File: config.mk
export PLATFORM = sky130hd
export DESIGN_NAME = mem_arbiter
export DESIGN_NICKNAME = d
export VERILOG_FILES = /design/src/rtl/mem_arbiter_pkg.sv /design/src/rtl/mem_arb_watchdog.sv /design/src/rtl/mem_arbiter.sv
export SDC_FILE = /design/constraint.sdc
export NUM_CORES = 1
export LEC_CHECK = 0
export CAP_MARGIN = 20
export CORE_MARGIN = 3
export CORE_UTILIZATION = 30
export CTS_BUF_LIST = sky130_fd_sc_hd__clkbuf_16
export CTS_CLUSTER_SIZE = 24
export DETAILED_ROUTE_END_ITERATION = 8
export SLEW_MARGIN = 10
export SYNTH_ARGS = -nofsm -noshare
export SYNTH_HDL_FRONTEND = slang
export SYNTH_SLANG_ARGS = --single-unit
File: constraint.sdc
create_clock -name clock -period 2.65 [get_ports clock]
set_input_delay 0.53 -clock clock [delete_from_list [all_inputs] [get_ports clock]]
set_output_delay 0.53 -clock clock [all_outputs]
set_load 0.02 [all_outputs]
File: src/rtl/mem_arbiter_pkg.sv
// Shared types for the memory-port arbiter: controller op encoding,
// arbiter state and port-owner identifiers, plus small helpers.
package mem_arbiter_pkg;

   typedef enum logic [1:0] {
      MEM_NOP   = 2'b00,
      MEM_READ  = 2'b01,
      MEM_WRITE = 2'b10
   } mem_ctrl_op_e;

   typedef enum logic [1:0] {
      ARB_IDLE    = 2'b00,
      ARB_BUSY    = 2'b01,
      ARB_RELEASE = 2'b10
   } arb_state_e;

   typedef enum logic {
      OWN_CPU = 1'b0,
      OWN_DBG = 1'b1
   } arb_owner_e;

   // Width of the watchdog counter; covers TIMEOUT_CYCLES up to 255.
   localparam int unsigned WD_WIDTH = 8;

   // A request is live only for READ or WRITE; the unused 2'b11 code counts as idle.
   function automatic logic op_active(input mem_ctrl_op_e op);
      case (op)
         MEM_READ, MEM_WRITE: return 1'b1;
         default:             return 1'b0;
      endcase
   endfunction

endpackage

File: src/rtl/mem_arb_watchdog.sv
// Transfer watchdog: counts busy cycles and flags when the limit is reached.
module mem_arb_watchdog
   import mem_arbiter_pkg::*;
#(
   parameter int unsigned TIMEOUT_CYCLES = 255
) (
   input  logic clock,
   input  logic reset,
   input  logic clear,
   input  logic enable,
   output logic expired
);

   localparam logic [WD_WIDTH-1:0] LIMIT_C = WD_WIDTH'(TIMEOUT_CYCLES - 1);

   logic [WD_WIDTH-1:0] count_r;

   // Busy-cycle counter; saturates at the limit so it never wraps.
   always_ff @(posedge clock or negedge reset) begin
      if (!reset) begin
         count_r <= {WD_WIDTH{1'b0}};
      end else if (clear) begin
         count_r <= {WD_WIDTH{1'b0}};
      end else if (enable && (count_r != LIMIT_C)) begin
         count_r <= count_r + {{(WD_WIDTH-1){1'b0}}, 1'b1};
      end else begin
         count_r <= count_r;
      end
   end

   assign expired = (count_r == LIMIT_C);

endmodule

File: src/rtl/mem_arbiter.sv
// Two-requester (cpu, dbg) round-robin arbiter in front of the single
// memory-controller port, with debug hold and a transfer watchdog.
module mem_arbiter
   import mem_arbiter_pkg::*;
#(
   parameter int unsigned DATA_BUS_WIDTH = 8,
   parameter int unsigned ADDR_WIDTH     = 16,
   parameter int unsigned TIMEOUT_CYCLES = 255
) (
   input  logic                      clock,
   input  logic                      reset,
   input  mem_ctrl_op_e              cpu_op,
   input  logic [ADDR_WIDTH-1:0]     cpu_addr,
   input  logic [DATA_BUS_WIDTH-1:0] cpu_wdata,
   output logic [DATA_BUS_WIDTH-1:0] cpu_rdata,
   output logic                      cpu_done,
   input  mem_ctrl_op_e              dbg_op,
   input  logic [ADDR_WIDTH-1:0]     dbg_addr,
   input  logic [DATA_BUS_WIDTH-1:0] dbg_wdata,
   output logic [DATA_BUS_WIDTH-1:0] dbg_rdata,
   output logic                      dbg_done,
   input  logic                      dbg_hold,
   output mem_ctrl_op_e              mem_op,
   output logic [ADDR_WIDTH-1:0]     mem_addr,
   output logic [DATA_BUS_WIDTH-1:0] mem_wdata,
   input  logic [DATA_BUS_WIDTH-1:0] mem_rdata,
   input  logic                      mem_done,
   output logic                      owner_dbg,
   output logic                      timeout_err
);

   arb_state_e                state_r,      state_s;
   mem_ctrl_op_e              mem_op_r,     mem_op_s;
   logic [ADDR_WIDTH-1:0]     mem_addr_r,   mem_addr_s;
   logic [DATA_BUS_WIDTH-1:0] mem_wdata_r,  mem_wdata_s;
   logic [DATA_BUS_WIDTH-1:0] cpu_rdata_r,  cpu_rdata_s;
   logic [DATA_BUS_WIDTH-1:0] dbg_rdata_r,  dbg_rdata_s;
   logic                      cpu_done_r,   cpu_done_s;
   logic                      dbg_done_r,   dbg_done_s;
   arb_owner_e                owner_r,      owner_s;
   arb_owner_e                last_grant_r, last_grant_s;
   logic                      timeout_err_r, timeout_err_s;

   logic cpu_elig_s;
   logic dbg_elig_s;
   logic grant_dbg_s;
   logic wd_clear_s;
   logic wd_enable_s;
   logic wd_expired_s;

   // The cpu is locked out of new grants while the debugger holds it.
   assign cpu_elig_s = op_active(cpu_op) && !dbg_hold;
   assign dbg_elig_s = op_active(dbg_op);

   mem_arb_watchdog #(
      .TIMEOUT_CYCLES (TIMEOUT_CYCLES)
   ) u_watchdog (
      .clock   (clock),
      .reset   (reset),
      .clear   (wd_clear_s),
      .enable  (wd_enable_s),
      .expired (wd_expired_s)
   );

   // State and output registers; reset drops the port to NOP immediately.
   always_ff @(posedge clock or negedge reset) begin
      if (!reset) begin
         state_r       <= ARB_IDLE;
         mem_op_r      <= MEM_NOP;
         mem_addr_r    <= {ADDR_WIDTH{1'b0}};
         mem_wdata_r   <= {DATA_BUS_WIDTH{1'b0}};
         cpu_rdata_r   <= {DATA_BUS_WIDTH{1'b0}};
         dbg_rdata_r   <= {DATA_BUS_WIDTH{1'b0}};
         cpu_done_r    <= 1'b0;
         dbg_done_r    <= 1'b0;
         owner_r       <= OWN_CPU;
         last_grant_r  <= OWN_DBG;
         timeout_err_r <= 1'b0;
      end else begin
         state_r       <= state_s;
         mem_op_r      <= mem_op_s;
         mem_addr_r    <= mem_addr_s;
         mem_wdata_r   <= mem_wdata_s;
         cpu_rdata_r   <= cpu_rdata_s;
         dbg_rdata_r   <= dbg_rdata_s;
         cpu_done_r    <= cpu_done_s;
         dbg_done_r    <= dbg_done_s;
         owner_r       <= owner_s;
         last_grant_r  <= last_grant_s;
         timeout_err_r <= timeout_err_s;
      end
   end

   // Next-state and next-output logic: grant, track the transfer, release.
   always_comb begin
      state_s       = state_r;
      mem_op_s      = mem_op_r;
      mem_addr_s    = mem_addr_r;
      mem_wdata_s   = mem_wdata_r;
      cpu_rdata_s   = cpu_rdata_r;
      dbg_rdata_s   = dbg_rdata_r;
      cpu_done_s    = 1'b0;
      dbg_done_s    = 1'b0;
      owner_s       = owner_r;
      last_grant_s  = last_grant_r;
      timeout_err_s = timeout_err_r;
      grant_dbg_s   = 1'b0;
      wd_clear_s    = 1'b0;
      wd_enable_s   = 1'b0;

      case (state_r)
         ARB_IDLE: begin
            mem_op_s = MEM_NOP;
            if (cpu_elig_s || dbg_elig_s) begin
               // On a tie, the side that did not win last time goes next.
               if (cpu_elig_s && dbg_elig_s) begin
                  grant_dbg_s = (last_grant_r == OWN_CPU);
               end else begin
                  grant_dbg_s = dbg_elig_s;
               end
               if (grant_dbg_s) begin
                  mem_op_s     = dbg_op;
                  mem_addr_s   = dbg_addr;
                  mem_wdata_s  = dbg_wdata;
                  owner_s      = OWN_DBG;
                  last_grant_s = OWN_DBG;
               end else begin
                  mem_op_s     = cpu_op;
                  mem_addr_s   = cpu_addr;
                  mem_wdata_s  = cpu_wdata;
                  owner_s      = OWN_CPU;
                  last_grant_s = OWN_CPU;
               end
               wd_clear_s = 1'b1;
               state_s    = ARB_BUSY;
            end else begin
               state_s = ARB_IDLE;
            end
         end

         ARB_BUSY: begin
            wd_enable_s = 1'b1;
            // mem_done is checked first so a completion on the limit cycle still counts.
            if (mem_done) begin
               if (mem_op_r == MEM_READ) begin
                  if (owner_r == OWN_DBG) begin
                     dbg_rdata_s = mem_rdata;
                  end else begin
                     cpu_rdata_s = mem_rdata;
                  end
               end else begin
                  cpu_rdata_s = cpu_rdata_r;
               end
               if (owner_r == OWN_DBG) begin
                  dbg_done_s = 1'b1;
               end else begin
                  cpu_done_s = 1'b1;
               end
               mem_op_s = MEM_NOP;
               state_s  = ARB_RELEASE;
            end else if (wd_expired_s) begin
               if (owner_r == OWN_DBG) begin
                  dbg_done_s = 1'b1;
               end else begin
                  cpu_done_s = 1'b1;
               end
               timeout_err_s = 1'b1;
               mem_op_s      = MEM_NOP;
               state_s       = ARB_RELEASE;
            end else begin
               state_s = ARB_BUSY;
            end
         end

         ARB_RELEASE: begin
            mem_op_s = MEM_NOP;
            state_s  = ARB_IDLE;
         end

         default: begin
            mem_op_s = MEM_NOP;
            state_s  = ARB_IDLE;
         end
      endcase
   end

   assign mem_op      = mem_op_r;
   assign mem_addr    = mem_addr_r;
   assign mem_wdata   = mem_wdata_r;
   assign cpu_rdata   = cpu_rdata_r;
   assign dbg_rdata   = dbg_rdata_r;
   assign cpu_done    = cpu_done_r;
   assign dbg_done    = dbg_done_r;
   assign owner_dbg   = (owner_r == OWN_DBG);
   assign timeout_err = timeout_err_r;

endmodule
After elaboration in Yosys (flattened, before gate mapping)
Index checks and enable logic that the tools add are counted.
{ "op_classes": {"n_eq_ne": 9, "bitwise": 3, "addsub": 1, "reduce_logical": 13, "muxes": 30} }
{ "ops": {"columns": ["cell", "n"], "rows": [
  ["$mux W8", 3],
  ["$mux W1", 18],
  ["$mux W16", 1],
  ["$mux W2", 6],
  ["$add A8 B1 Y8 const B", 1],
  ["$eq A2 B1 Y1 const B", 4],
  ["$eq A8 B8 Y1 const B", 1],
  ["$ne A8 B8 Y1 const B", 1],
  ["$pmux W2 S2", 2],
  ["$reduce_and A4 Y1", 2],
  ["$eq A2 B2 Y1 const B", 2],
  ["$reduce_or A2 Y1", 2],
  ["$logic_and A1 B1 Y1", 3],
  ["$ne A3 B2 Y1 const B", 1],
  ["$not A1 Y1", 3],
  ["$reduce_and A3 Y1", 1],
  ["$logic_not A2 Y1", 1],
  ["$reduce_and A2 Y1", 1],
  ["$reduce_bool A2 Y1", 1],
  ["$logic_not A1 Y1", 1],
  ["$logic_or A1 B1 Y1", 1]
]} }
{ "totals": {"input_bits": 64, "out_inout_bits": 46, "word_cells": 68, "regBits": 57} }

Depth between registers and ports, before layout
Gate-level depths: netlist of the first run.
{ "logic_depth": {"ltp_word": 11, "depth_mapped": 6, "mapped_depth_nobuf": 6} }

Modules after synthesis
Synthesis of the first run repeated with hierarchy kept, for this count alone.
{ "unflattened": {"cells_unflattened": 236, "hier_area_um2": 2720.1} }
{ "by_module_without_submodules": {"columns": ["mod", "cells_each", "instances", "area_per_inst_um2", "seq_area_each_um2"], "rows": [
  ["mem_arbiter", 186, 1, 2232.1, 1227.4],
  ["mem_arb_watchdog", 50, 1, 488.0, 200.2]
]} }

Worst setup path before layout of the first run
No wires, ideal clock.
{ "synth_path": {"path_kind": "input to register", "start": "input dbg_op[0]", "end": "register mem_addr_r[13] (netlist: mem_addr[13])", "path_buffers": 2, "t_arrival_ns": 1.390, "required_time_ns": 2.524, "setup_time_ns": 0.126, "stages": 6, "setup_slack_ns": 1.134, "cell_sequence": "xor2_1 a21boi_2 buf_6 buf_12 mux2i_1 a21oi_1"} }
{ "synth_via": {"elab_chain_cells": 8, "elab_cells_between_ends": 11, "cone_classes": "eq/ne (2); mux (5); reduce/logical (4)"} }
{ "synth_rtl": {"columns": ["item", "line", "rtl"], "rows": [
  ["start: declaration", "mem_arbiter.sv:17", "input mem_ctrl_op_e dbg_op,"],
  ["$eq A2 B1 Y1 or $eq A2 B2 Y1 (tied branches)", "mem_arbiter_pkg.sv:27", "case (op)"],
  ["$reduce_or A2 Y1 *", "mem_arbiter_pkg.sv:27", null],
  ["$mux W1 *", "mem_arbiter_pkg.sv:27", null],
  ["$logic_and A1 B1 Y1", "mem_arbiter.sv:116", "if (cpu_elig_s && dbg_elig_s) begin"],
  ["$mux W1", "mem_arbiter.sv:116", null],
  ["$mux W1", "mem_arbiter.sv:114", "if (cpu_elig_s || dbg_elig_s) begin"],
  ["$mux W1", "mem_arbiter.sv:111", "case (state_r)"],
  ["$mux W16", "mem_arbiter.sv:121", "if (grant_dbg_s) begin"],
  ["end signal: assignment", "mem_arbiter.sv:70", "mem_addr_r <= {ADDR_WIDTH{1'b0}};"],
  ["end signal: assignment", "mem_arbiter.sv:82", "mem_addr_r <= mem_addr_s;"],
  ["end: declaration", "mem_arbiter.sv:34", "logic [ADDR_WIDTH-1:0] mem_addr_r, mem_addr_s;"]
]} }
Mark *: on every way between the ends. The rest lies on a longest branch, timed or not. The select of a mux whose other input is x is not followed.
A chain may end at the register's enable or synchronous reset.

Worst setup path in the final report of the first run
{ "layout_path": {"start": "register mem_op_r[0] (netlist: mem_op[0])", "end": "output mem_op[0]"} }
{ "layout_lines": {"columns": ["item", "line", "rtl"], "rows": [
  ["start: declaration", "mem_arbiter.sv:33", "mem_ctrl_op_e mem_op_r, mem_op_s;"],
  ["start signal: assignment", "mem_arbiter.sv:81", "mem_op_r <= mem_op_s;"],
  ["end: declaration", "mem_arbiter.sv:23", "output mem_ctrl_op_e mem_op,"]
]} }
No word-level cell between the ends.

==> results of run 1 <==
## registers in the layout, summed over array words and instances, names as in the netlist
| signal | cells |
|---|---|
| u_watchdog.count_r | 8 |
| last_grant_r | 1 |
| mem_addr | 16 |
| cpu_done | 1 |
| dbg_rdata | 8 |
| mem_wdata | 8 |
| dbg_done | 1 |
| cpu_rdata | 8 |
| state_r | 2 |
| owner_dbg | 1 |
| timeout_err | 1 |
| mem_op | 2 |
## path summary, 6_finish.rpt
check / to / slack (ns)
min: mem_addr[7]$_DFFE_PN0N_ / 0.25
min in group clock: timeout_err$_DFFE_PN0P_ / 0.48
max in group asynchronous: cpu_rdata[6]$_DFFE_PN0P_ / 1.83
max: mem_op[0] / 0.74
min reg2reg: timeout_err$_DFFE_PN0P_ / 0.48
max reg2reg: mem_op[1]$_DFFE_PN0P_ / 0.97
## layer usage
layer	wire (um)	up-vias
li1	-	1036
met2	2850	70
met1	2620	962
met4	40	0
met5	0	-
met3	534	5
## cells by family (layout without fill, tap and decap cells)
group	Yosys count	count (layout)	synth area share [%]
xor+xnor	5	5	1.68
compound gates	50	50	11.4
mux	40	40	16.2
flops	57	57	54.9
buf+inv	17	136	4.38
simple gates	57	57	10.5
fa+ha+maj	2	2	0.962
## where the power goes
group | total, uW | internal, uW | switching [uW]
Combinational | 1910 | 942 | 971
Clock | 1380 | 1000 | 377
Sequential | 1460 | 1240 | 219
## metrics by stage
step	setup slack, ns	hold slack (ns)	instance area [sq um]
detailed placement	0.449	0.478	3810
floorplan	1.13	0.234	2600
global route	0.656	0.288	4170
global placement	0.497	0.474	3810
CTS	0.719	0.269	4170
finish	0.736	0.248	4170
## area by class of cell
cell class	count	area, sq um	area share [%]
clock inverter	7	133	3.18
clock buffer	9	225	5.40
sequential	57	1430	34.3
inverter	6	22.5	0.540
multi-input combinational	154	1070	25.6
tap	105	131	3.15
timing repair buffer	114	1160	27.9
## synth_stat cells, drive strengths merged
library cell / n
a2111oi: 1
a21boi: 2
a21oi: 30
a22o: 2
a31o: 1
a32o: 1
and2b: 1
and3: 1
buf: 11
dfrtp: 56
dfstp: 1
ha: 2
inv: 6
mux2: 16
mux2i: 24
nand2: 5
nand2b: 1
nand3: 3
nand4: 3
nand4b: 1
nor2: 34
nor2b: 1
nor3: 1
o211ai: 1
o21ai: 9
o221ai: 1
o31ai: 2
or2: 2
or3: 4
xnor2: 2
xor2: 3
==> out/metrics.yaml, run 1 <==
hold_viol: 0
cts.sinks: 57
die_h_um: 99.1
use_met2_pct: 19.9
yosys.cell_types.count: 37
mostFrequentLayoutCells: "clkdlybuf4s50_1 (108), dfrtp_1 (56), nor2_1 (34)"
skew_ns: 0.00289
area_growth_pct: 60.3
post_cts_buffers: 0
grt_pass1_vias: 2142
worstPathCellList: "clkdlybuf4s50_1"
synth_cells: 228
final_util_pct: 50.2
cap_violations: 0
ant_nets: 0
final_common_cell: "clkdlybuf4s50_1"
io_buffer_count: 109
ff2ff_path_depth: 6
cts_hold_buf: 0
worst-path-buf-inv: 1
grt_start_max_net_pins: 46
startpoint: "mem_op[0]$_DFFE_PN0P_"
clock_latency_ns: 0.32
cts_resized: 0
dr.first_iter.drc_count: 69
cellLeakagePower_uw: 0.00181
slowest_delay_ns: 0.66
reg2reg_from: "u_watchdog.count_r[0]$_DFFE_PN0P_"
worst-path-max-fanout: 4
critPathKind: "reg2out"
critPathSlowestCell: "clkdlybuf4s50_1"
use_met3_pct: 5.96
ios: 110
root_buffer: "clkbuf_16"
initial_core_util_pct: 31.3
top_usage_layer: "met2"
period_minus_slack_ns: 1.91
antenna_found_initial: 0
synth_top_cell_area_share_pct: 53.9
die_area_sq_um: 9820
fin_crit_sh_pct: 72.2
via_per_inst: 4.59
cp_num_cells: 1
antennaDiodeCount: 0
peakVddDrop_mv: 0.516
yosys.area.top_type: "dfrtp_1"
path_clk_slew_ns: 0.05
cp_top_family: "buffers and inverters"
core_area_sq_um: 8300
tightest_slew_ns: 0.663
fmax_mhz: 522
syn-num-nets: 294
nets: 408
setup_viol: 0
drt_wl_total_um: 6040
wire_per_inst_um: 13.4
place.gp.congestion: 0.773
cts_made_buffers: 9
slew_headroom_pct: 55.8
synth_warnings: 0
synth-seq-cells: 57
rsz0062_at_grt: "no"
start_kind: "flip-flop"
num_rows: 33
dpl.hpwl_um: 4600
track_usage_pct: 12.9
nFillCells: 743
synth.area.top_cells: "dfrtp_1 (54%), mux2i_1 (9.2%), mux2_1 (6.9%)"
fin_tns_setup_ns: 0
power_uw: 4750
outcome: "finished clean"
hold_path.class: "in2async"
clock_path_buffers: 2
cts_tree: "yes"
htreeDepth: 3
via_count: 2073
crit_path_end_kind: "primary output"
drc: 0
grt_use_met1_pct: 16.3
drive_gt1_share_pct: 8.36
layoutNonFillerInstCount: 452
grt_overflow_total: 0
syn_area_sq_um: 2600
syn_avg_cell_area_sq_um: 11.4
dp_cells: 436
power_density_nw_per_um2: 1140
ys_seq_area_share_pct: 54.9
finalMaxSlewViolations: 0
grt_pass1_wl_um: 10100
worstPathRequired_ns: 2.12
cp_data_arrival_time_ns: 1.38
die_w_um: 99.1
first_pass_iters: 4
Note: power is estimated with default switching activity, not from simulation.
==> inputs of run 2 (changes only) <==
==> constraint.sdc (replaced) <==
create_clock -name clock -period 1.6 [get_ports clock]
set_input_delay 0.32 -clock clock [delete_from_list [all_inputs] [get_ports clock]]
set_output_delay 0.32 -clock clock [all_outputs]
set_load 0.02 [all_outputs]
==> out/metrics.yaml, run 2 (synthesized netlist as in run 1, its figures left out) <==
clock_path_buffers: 2  # unchanged
start_kind: "input port"
period_minus_slack_ns: 1.55
ant_nets: 0  # unchanged
largest_reg_flops: 16  # unchanged
ios: 110  # unchanged
grt_pass1_vias: 2244  # +4.8%
first_pass_iters: 4  # unchanged
clock_latency_ns: 0.32  # about the same
track_usage_pct: 13.3  # +0.39 points
dpl.hpwl_um: 4820  # +4.8%
dr.first_iter.drc_count: 131  # +90%
tightest_slew_ns: 0.442  # -0.221 ns
critPathKind: "in2reg"
htreeDepth: 3  # unchanged
drt_wl_total_um: 6620  # +9.6%
die_w_um: 99.1  # unchanged
num_rows: 33  # unchanged
grt_pass1_wl_um: 10500  # +3.1%
drive_gt1_share_pct: 17.8  # +9.5 points
place.gp.congestion: 0.775  # +0.17%
mostFrequentLayoutCells: "clkdlybuf4s50_1 (61), dfrtp_1 (56), nor2_1 (33)"
hold_viol: 0  # unchanged
antenna_found_initial: 1  # +1
outcome: "finished clean"
initial_core_util_pct: 31.3  # unchanged
final_util_pct: 53.8  # +3.5 points
cts_made_buffers: 9  # unchanged
crit_path_end_kind: "flip-flop"
die_h_um: 99.1  # unchanged
die_area_sq_um: 9820  # unchanged
place_ws_ns: -0.313  # -0.762 ns
worst-path-max-fanout: 9  # +5
nets: 437  # +7.1%
setup_ws_ns: 0.0469  # -0.689 ns
slew_headroom_pct: 70.5  # +15 points
cellLeakagePower_uw: 0.00220  # +22%
io_buffer_count: 109  # unchanged
peakVddDrop_mv: 0.844  # +64%
fmax_mhz: 644
finalMaxSlewViolations: 0  # unchanged
cts.sinks: 57  # unchanged
fin_crit_sh_pct: 97.1
wire_per_inst_um: 13.7  # +2.8%
core_area_sq_um: 8300  # unchanged
cts_tree: "yes"
cap_violations: 0  # unchanged
via_per_inst: 4.64  # +1.2%
grt_overflow_total: 0  # unchanged
skew_ns: 0.00708  # +0.00419 ns
path_clk_slew_ns: 0.05  # about the same
power_density_nw_per_um2: 1700  # +49%
area_growth_pct: 71.6
root_buffer: "clkbuf_16"
grt_start_max_net_pins: 32  # -30%
worstPathRequired_ns: 1.80  # -0.32 ns
via_count: 2237  # +7.9%
final_common_cell: "clkdlybuf4s50_1"
cp_data_arrival_time_ns: 1.75  # +0.37 ns
hold_path.class: "reg2reg"
drc: 0  # unchanged
setup_viol: 0  # unchanged
==> run 2: changes by cell type in the layout (fill, tap and decap cells not counted), moves of 18 or more <==
cell	change
dlymetal6s2s_1	+18
buf_4	+24
clkdlybuf4s50_1	-47
dlygate4sd2_1	+29
==> run 2: critical path: stages <==
cell	delay [ns]
clkdlybuf4s50_1	0.47
xor2_2	0.22
a21boi_4	0.16
buf_12	0.14
clkbuf_16	0.16
mux2i_1	0.18
a21oi_1	0.08
==> run 2: where the power goes <==
group,internal [uW],total [uW],switching [uW]
clock,1360,2020,657
sequential,2050,2360,311
combinational,1500,3200,1700
==> run 2: final timing paths <==
check | from | endpoint | slack [ns] | cells after the start
max | cpu_op[0] | mem_addr[5]$_DFFE_PN0N_ | 0.05 | 7
min | timeout_err$_DFFE_PN0P_ | timeout_err$_DFFE_PN0P_ | 0.48 | 1
max reg2reg | state_r[1]$_DFF_PN0_ | dbg_rdata[4]$_DFFE_PN0P_ | 0.07 | 5
min reg2reg | timeout_err$_DFFE_PN0P_ | timeout_err$_DFFE_PN0P_ | 0.48 | 1
max in group asynchronous | reset | last_grant_r$_DFFE_PN1N_ | 0.51 | 3
min in group asynchronous | reset | u_watchdog.count_r[5]$_DFFE_PN0P_ | 0.49 | 2
==> run 2: stage by stage <==
stage                     power [uW]  setup TNS [ns]  hold slack (ns)  area, sq um  std cells
after floorplan                 4100               0           0.0244         2600        228
final                           7580               0            0.481         4460        482
after global placement          5750          -11.28            0.287         3980        458
after CTS                       7610               0            0.490         4270        475
after detailed placement        5800          -12.89            0.285         3980        458
after global routing            8090          -0.115            0.506         4460        482
==> run 2: cell type report <==
| class | instances | area [sq um] |
|---|---|---|
| antenna | 1 | 2.50 |
| sequential | 57 | 1430 |
| clock inverter | 7 | 95.1 |
| timing repair buffer | 143 | 1440 |
| inverter | 6 | 22.5 |
| clock buffer | 9 | 225 |
| fill | 733 | 3840 |
| multi-input combinational | 154 | 1120 |
| tap | 105 | 131 |
==> run 2: what timing repair did <==
action | CTS | global route
setup buffers | 0 | 4
pin swaps | 0 | 5
gates cloned | 0 | 2
hold endpoints to repair | 15 | 0
gates resized for setup | 29 | 28
setup endpoints to repair | 29 | 48
hold buffers | 1 | 0
==> run 2: metal layers <==
metal	share of wire [%]	wire length (um)	track usage [%]
met1	42	2810	17.1
met2	47	3110	20.1
met3	9.5	627	5.96
met4	1.1	74	4.10
met5	0	0	0
